[src/rtl/alk_alu_status.sv]
// alk_alu_status: ALK slice carry/borrow, N/Z/V, shift-link and shift-counter latches with long-literal freeze.
// Build option: define ALK_STICKY_Z_EN to AND-accumulate Z across BCD/subtract cc loads.
module alk_alu_status #(
   parameter int SC_W = 5
) (
   input  logic            clk,
   input  logic            reset_h,
   input  logic            ustep_h,
   input  logic            long_lit_l,
   input  logic            sub_op_h,
   input  logic            shift_op_l,
   input  logic            shl_op_h,
   input  logic            shr_op_h,
   input  logic            bcd_op_l,
   input  logic            alu_cout_h,
   input  logic            alu_dcout_h,
   input  logic            alu_msb_h,
   input  logic            alu_zero_h,
   input  logic            alu_ovf_h,
   input  logic            shl_out_h,
   input  logic            shr_out_h,
   input  logic            cc_ld_h,
   input  logic            sc_ld_h,
   input  logic [SC_W-1:0] sc_in_h,
   output logic            cin_h,
   output logic            link_h,
   output logic            alu_n_h,
   output logic            alu_z_h,
   output logic            alu_v_h,
   output logic            alu_c_h,
   output logic            sc_zero_h,
   output logic            lit_busy_h
);

   typedef enum logic [1:0] {
      LIT_IDLE = 2'd0,
      LIT_BODY = 2'd1,
      LIT_TAIL = 2'd2
   } lit_state_t;

   lit_state_t      lit_state_r;
   logic            lit_busy_r;
   logic            c_r;
   logic            n_r;
   logic            z_r;
   logic            v_r;
   logic            link_r;
   logic            sc_zero_r;
   logic [SC_W-1:0] sc_r;

   logic            frz_s;
   logic            upd_s;
   logic            cin_s;
   logic            c_nxt_s;
   logic            z_nxt_s;
   logic            link_nxt_s;
   logic [SC_W-1:0] sc_nxt_s;

   // Carry latch source: borrow for subtract, then decimal, then shifted-out bit, else binary carry.
   function automatic logic carry_sel(
      input logic sub,
      input logic bcd_l,
      input logic shl,
      input logic shr,
      input logic cout,
      input logic dcout,
      input logic shl_bit,
      input logic shr_bit
   );
      logic r;
      if (sub) begin
         r = ~cout;
      end else if (!bcd_l) begin
         r = dcout;
      end else if (shl) begin
         r = shl_bit;
      end else if (shr) begin
         r = shr_bit;
      end else begin
         r = cout;
      end
      return r;
   endfunction

   // Shift counter next value: load beats decrement, decrement saturates at zero.
   function automatic logic [SC_W-1:0] sc_step(
      input logic [SC_W-1:0] sc,
      input logic            ld,
      input logic [SC_W-1:0] ld_val,
      input logic            shift_l
   );
      logic [SC_W-1:0] r;
      if (ld) begin
         r = ld_val;
      end else if (!shift_l && (sc != {SC_W{1'b0}})) begin
         r = sc - {{(SC_W-1){1'b0}}, 1'b1};
      end else begin
         r = sc;
      end
      return r;
   endfunction

   // Freeze window and update qualifier.
   always_comb begin
      frz_s = lit_busy_r | ~long_lit_l;
      upd_s = ustep_h & ~frz_s;
   end

   // Carry-in for the ALU op issued in the current microcycle.
   always_comb begin
      cin_s = 1'b0;
      if (frz_s) begin
         cin_s = 1'b0;
      end else if (sub_op_h) begin
         cin_s = 1'b1;
      end else if (!bcd_op_l) begin
         cin_s = c_r;
      end else if (!shift_op_l) begin
         cin_s = c_r;
      end else begin
         cin_s = 1'b0;
      end
   end

   // Next-state values for the condition, link and counter latches.
   always_comb begin
      c_nxt_s = carry_sel(sub_op_h, bcd_op_l, shl_op_h, shr_op_h,
                          alu_cout_h, alu_dcout_h, shl_out_h, shr_out_h);
`ifdef ALK_STICKY_Z_EN
      if (!bcd_op_l || sub_op_h) begin
         z_nxt_s = z_r & alu_zero_h;
      end else begin
         z_nxt_s = alu_zero_h;
      end
`else
      z_nxt_s = alu_zero_h;
`endif
      if (shl_op_h) begin
         link_nxt_s = shl_out_h;
      end else if (shr_op_h) begin
         link_nxt_s = shr_out_h;
      end else begin
         link_nxt_s = link_r;
      end
      sc_nxt_s = sc_step(sc_r, sc_ld_h, sc_in_h, shift_op_l);
   end

   // Long-literal sequencer; busy flag is registered alongside the state.
   always_ff @(posedge clk) begin
      if (reset_h) begin
         lit_state_r <= LIT_IDLE;
         lit_busy_r  <= 1'b0;
      end else if (ustep_h) begin
         case (lit_state_r)
            LIT_IDLE: begin
               if (!long_lit_l) begin
                  lit_state_r <= LIT_BODY;
                  lit_busy_r  <= 1'b1;
               end else begin
                  lit_state_r <= LIT_IDLE;
                  lit_busy_r  <= 1'b0;
               end
            end
            LIT_BODY: begin
               lit_state_r <= long_lit_l ? LIT_TAIL : LIT_BODY;
               lit_busy_r  <= 1'b1;
            end
            LIT_TAIL: begin
               if (!long_lit_l) begin
                  lit_state_r <= LIT_BODY;
                  lit_busy_r  <= 1'b1;
               end else begin
                  lit_state_r <= LIT_IDLE;
                  lit_busy_r  <= 1'b0;
               end
            end
            default: begin
               lit_state_r <= LIT_IDLE;
               lit_busy_r  <= 1'b0;
            end
         endcase
      end
   end

   // Condition, link and shift-counter latches; all hold while frozen or without a microcycle.
   always_ff @(posedge clk) begin
      if (reset_h) begin
         c_r       <= 1'b0;
         n_r       <= 1'b0;
         z_r       <= 1'b0;
         v_r       <= 1'b0;
         link_r    <= 1'b0;
         sc_r      <= {SC_W{1'b0}};
         sc_zero_r <= 1'b1;
      end else if (upd_s) begin
         if (cc_ld_h) begin
            n_r <= alu_msb_h;
            v_r <= alu_ovf_h;
            z_r <= z_nxt_s;
            c_r <= c_nxt_s;
         end
         link_r    <= link_nxt_s;
         sc_r      <= sc_nxt_s;
         sc_zero_r <= (sc_nxt_s == {SC_W{1'b0}});
      end
   end

   assign cin_h      = cin_s;
   assign link_h     = link_r;
   assign alu_n_h    = n_r;
   assign alu_z_h    = z_r;
   assign alu_v_h    = v_r;
   assign alu_c_h    = c_r;
   assign sc_zero_h  = sc_zero_r;
   assign lit_busy_h = lit_busy_r;

endmodule

[config.mk]
export PLATFORM = sky130hd
export DESIGN_NAME = alk_alu_status
export DESIGN_NICKNAME = d
export VERILOG_FILES = /design/src/rtl/alk_alu_status.sv
export SDC_FILE = /design/constraint.sdc
export NUM_CORES = 1
export LEC_CHECK = 0
export ABC_CLOCK_PERIOD_IN_PS = 2400
export BUFFER_PORTS_ARGS = -buffer_cell sky130_fd_sc_hd__buf_2
export CAP_MARGIN = 20
export CORE_MARGIN = 2
export CORE_UTILIZATION = 50
export DETAILED_ROUTE_END_ITERATION = 10
export GPL_TIMING_DRIVEN = 0
export PLACE_DENSITY = 0.86
export SYNTH_ARGS = -nofsm -noshare
export SYNTH_HDL_FRONTEND = slang
export SYNTH_SLANG_ARGS = --single-unit
[constraint.sdc]
create_clock -name clk -period 2.4 [get_ports clk]
set_clock_uncertainty 0.05 [all_clocks]
set_input_delay 0.24 -clock clk [delete_from_list [all_inputs] [get_ports clk]]
set_output_delay 0.24 -clock clk [all_outputs]
set_load 0.01 [all_outputs]
==> Yosys cells after proc, flatten, opt, wreduce, memory -nomap -nowiden <==
Index checks and enable logic that the tools add are counted.
Widths: inputs -> output; s select.
{ "op_classes": {"add_sub_neg": 1, "n_bitwise": 5, "muxes": 17, "n_reduce_logical": 9, "n_eq_ne": 2} }
{ "ops": {"columns": ["operator", "count"], "rows": [
  ["$mux 1", 12],
  ["$mux 5", 2],
  ["$logic_not 5->1", 1],
  ["$reduce_bool 5->1", 1],
  ["$sub 5x1->5 const B", 1],
  ["$pmux 2 s2", 1],
  ["$reduce_and 2->1", 2],
  ["$not 1->1", 3],
  ["$eq 2x1->1 const B", 1],
  ["$eq 2x2->1 const B", 1],
  ["$logic_not 2->1", 1],
  ["$mux 2", 1],
  ["$pmux 1 s2", 1],
  ["$reduce_bool 2->1", 1],
  ["$reduce_or 2->1", 1],
  ["$and 1x1->1", 1],
  ["$logic_and 1x1->1", 1],
  ["$logic_not 1->1", 1],
  ["$or 1x1->1", 1]
]} }
{ "totals": {"ff_bits": 14, "input_bits": 23, "out_inout_bits": 8, "word_cells": 43} }

==> Logic depth before layout (Yosys ltp) <==
{ "depth": {"word_depth": 5, "depth_mapped": 7, "depth_no_buf": 7} }

==> Least setup slack after synthesis <==
OpenSTA, ideal clock, no wires.
{ "synth_timing": {"kind": "register -> register", "start": "register sc_r[0]", "end": "register sc_r[1]", "slack_ns": 0.917, "n_path_buf": 0, "synth_period_minus_slack_ns": 1.483, "required_time_ns": 2.234, "arrival_time_ns": 1.317, "setup_ns": 0.116, "path_stages_with_launch": 8, "path_cell_list": "dfxtp_1 -> inv_1 -> ha_1 -> nor4b_4 -> nor2_2 -> a21oi_1 -> a22o_1 -> o211a_1"} }
{ "synth_between": {"elab_chain_len": 4, "word_cells_on_any_way": 5, "cone_classes": "add/sub (1); mux (2); reduce/logical (2)"} }
{ "synth_lines": {"columns": ["item", "line_no", "rtl"], "rows": [
  ["start, declared", "49", "logic [SC_W-1:0] sc_r;"],
  ["start signal, assigned", "193", "sc_r <= {SC_W{1'b0}};"],
  ["start signal, assigned", "203", "sc_r <= sc_nxt_s;"],
  ["parallel branches: the longest is 2 deep, another holds $sub 5x1->5", null, null],
  ["$mux 5 (*)", "95", "end else if (!shift_l && (sc != {SC_W{1'b0}})) begin"],
  ["$mux 5 (*)", "93", "if (ld) begin"]
]} }
Mark *: on every way between the ends.
A chain may end at the register's enable or synchronous reset.

==> Worst setup path in the final report <==
Ends and elaborated chain as after synthesis.

==> summary.md <==
| Metric | Value |
|---|---|
| Core box area | 0.00149 sq mm |
| Min Tclk post-route | 1.60 ns |
| Initial Util | 52.8% |
| Post-route ant nets | 0 |
| Yosys warns | 0 |
| Async SR Flop Fraction | 0% |
| FP Rows | 14 |
| Internal power | 0.394 mW |
| Worst Path Required | 2.53 ns |
| Multi-input gate area | 468 sq um |
| First-pass DRT Iterations | 4 |
| Post-synth top cells | dfxtp_1 (14), a21oi_1 (13), nand2_1 (12), nor2_1 (10), inv_1 (5) |
| R2R Path End | sc_r[1] |
| Slew Limit Headroom | 69.3% |
| Max Fclk | 624 MHz |
| RSZ-0062 raised after global routing | false |
| CP Launch Type | flop |
| WHS Path Cells | 3 |
| Synthesis-to-layout area growth | 25.0% |
| Synth top area cells | dfxtp_1 (36%), a21oi_1 (8.3%), nand2_1 (5.7%) |
| Mapped Cells | 97 |
| Setup slack, reg-to-reg | 0.80 ns |
| Placed Cells | 141 |
| Period Utilization, post-route | 66.8% |
| PortBufs | 28 |
| FF-to-FF path depth | 7 |
| Routability Congestion | 0.849 |
| Hold Startpoint | reset_h |
| Combinational fraction of design power | 21.6% |
| Worst-path clk slew | 0.09 ns |
| Number of synthesized flops with an enable pin | 0 |
| Final setup violation count | 0 |
| Vias | 810 |
| Reg power frac | 46.8% |
| H-tree depth | 1 |
| Syn nets | 121 |
| Syn Area/Cell | 8.10 sq um |
| Nets@finish | 154 |
| Register area share after synthesis | 35.7% |
| Fill cells | 130 |
| WP data arrival | 1.73 ns |
| Post-CTS resize count | 0 |
| IO Pins | 31 |
| HPWL Detailed | 1400 um |
| Worst r2r src | sc_r[0] |
| CTS Root Cell | clkbuf_4 |
| Setup TNS | 0 ns |
| Non-Filler Instances | 145 |
| Clk network pwr share | 31.7% |
| Worst hold path endpoint | sc_zero_h |
| Yosys top cell area share | 35.7% |
| First-pass GRT wire length | 3120 um |
| Post-synth cell types | 35 |
| Initial antenna violation count | 0 |
| Worst Setup End Kind | flop |
| Overall Global Routing Usage | 21.8% |
| DR iter-0 viols | 9 |
| Drt drc | 0 |
| CTS tree | done |
| FF+latch count, synth | 14 |
| Synth area leader | dfxtp_1 |
| Vias in the first global route | 775 |
| Max Buffers Root-to-Sink | 2 |
| Later-pin clock latency in the skew report | 0.28 ns |
| Antenna Cells | 0 |
| Flip-flop and latch area | 280 sq um |
| Crit path max fanout | 4 |
| Crit Path Category | flop to flop |
| CTS Buf Count | 3 |
| Die ar. | 0.00190 sq mm |
| Synth Flop Type | dfxtp_1 |
| Sink Count | 14 |
| Pwr Density | 560 mW/mm^2 |
| Pin count of the biggest net entering global routing | 11 |
| CP Cell Sequence | inv_1 -> ha_1 -> nor4b_4 -> nor2_2 -> a21oi_1 -> a22o_1 -> o211a_1 |
| Wire length per cell | 12.4 um |
| Die Y | 43.6 um |
| Worst Hold Class | primary input to flop |
| Worst path max stage delay | 0.40 ns |
| Die width | 43.6 um |
| Final Max Slew Viols | 0 |
| Grt ovf | 0 |
| Switching portion of total power | 28.3% |
| Psw | 0.156 mW |
| Worst-Margin Slew | 0.461 ns |
| VDD IR max | 0.351 mV |
| Postcts setup bufs | 0 |
| Final Hold Viols | 0 |
| Hold buffers post-CTS | 0 |
| Leak | 0.464 nW |
| Total routed wirelength | 1790 um |
| Total of max-cap violations | 0 |
| Vias per cell | 5.59 |
| Count leader, synth | dfxtp_1 |
| Slowest cell on crit path | dfxtp_1 |
| Status | completed |
| Mapped cell area | 786 sq um |
| Layout cells sized above 1 | 31.8% |
==> logic make-up after synthesis <==
kind of cell | Yosys count | share of synthesized area [%]
mux | 4 | 5.25
xor+xnor | 2 | 2.23
fa+ha+maj | 1 | 1.59
flops | 14 | 35.7
simple gates | 38 | 25.6
buf+inv | 9 | 4.78
compound gates | 29 | 24.8
==> worst max-delay path: cells and delay by family (launching register included) <==
family,cells,cell delay [ns]
AO/OA/AOI/OAI,3,0.52
flip-flops,1,0.40
AND/OR/NAND/NOR,2,0.27
adder cells (fa/ha/maj),1,0.21
buffers and inverters,1,0.06
==> cell type report <==
type,count,share of cell area [%]
inverter,5,1.91
timing repair buffer,28,14.3
sequential,14,28.5
clock buffer,4,3.69
tap,16,2.04
multi-input combinational,74,47.6
buffer,4,1.91
==> sequential cells by signal (all words and copies together), names as in the netlist <==
name	cells
link_h	1
alu_z_h	1
sc_zero_h	1
lit_state_r	2
sc_r	5
alu_n_h	1
lit_busy_h	1
alu_v_h	1
alu_c_h	1
==> worst max-delay path by stage <==
stage,startpoint,slack [ns],end,cells after the start
after floorplan,sc_r[0],0.92,sc_r[1],7
after global placement,sc_r[0],0.84,sc_r[1],7
after detailed placement,sc_r[0],0.80,sc_r[1],7
after CTS,sc_r[0],0.79,sc_r[1],7
after global routing,sc_r[1],0.63,sc_zero_h,7
final,sc_r[0],0.80,sc_r[1],7
==> metrics by stage <==
stage,setup WS (ns),power (mW),hold WS (ns),area [sq um],util (%)
global placement,0.838,0.376,0.390,946,63.5
detailed placement,0.803,0.381,0.396,946,63.5
CTS,0.793,0.552,0.115,982,66.0
finish,0.796,0.550,0.116,982,66.0
global route,0.628,0.575,0.143,982,66.0
floorplan,0.917,0.338,0.292,786,-
==> routing by layer <==
layer | track usage [%] | part of all wire, % | vias up
li1 | - | - | 411
met1 | 25.3 | 43 | 376
met2 | 38.5 | 51 | 21
met3 | 3.33 | 5.1 | 2
met4 | 10.9 | 0.56 | 0
met5 | 0 | 0 | -
==> power groups by stage <==
| stage | clock (mW) | sequential [mW] | combinational (mW) |
|---|---|---|---|
| finish | 0.174 | 0.257 | 0.119 |
| global route | 0.180 | 0.260 | 0.135 |
| CTS | 0.175 | 0.257 | 0.120 |
| detailed placement | 0 | 0.262 | 0.119 |
| global placement | 0 | 0.261 | 0.114 |
| floorplan | 0 | 0.263 | 0.0749 |
==> cell usage in the layout, fill, tap and decap left out <==
master	Yosys	final
clkbuf_8	0	1
nor2_2	1	1
o311ai_0	1	1
clkbuf_1	1	1
inv_1	5	5
mux2i_1	3	3
xor2_1	1	1
and3b_1	1	1
nand3b_1	1	1
nand4b_1	1	1
o21ai_0	4	4
nor2_1	10	10
o31ai_2	1	1
nand2b_1	3	3
o211ai_1	1	1
a22oi_2	1	1
a211o_1	1	1
a22o_1	1	1
clkbuf_4	0	3
mux2_2	1	1
ha_1	1	1
o211a_1	2	2
nand2_1	12	12
nor4b_4	1	1
nor4_1	1	1
o22ai_1	1	1
nand3_1	3	3
nor3_1	2	2
buf_2	3	31
nor3b_1	1	1
a211oi_1	1	1
o2111ai_1	1	1
and2_1	1	1
a21oi_1	13	13
a21o_2	1	1
dfxtp_1	14	14
xnor2_1	1	1
(Power assumes the default switching activity.)
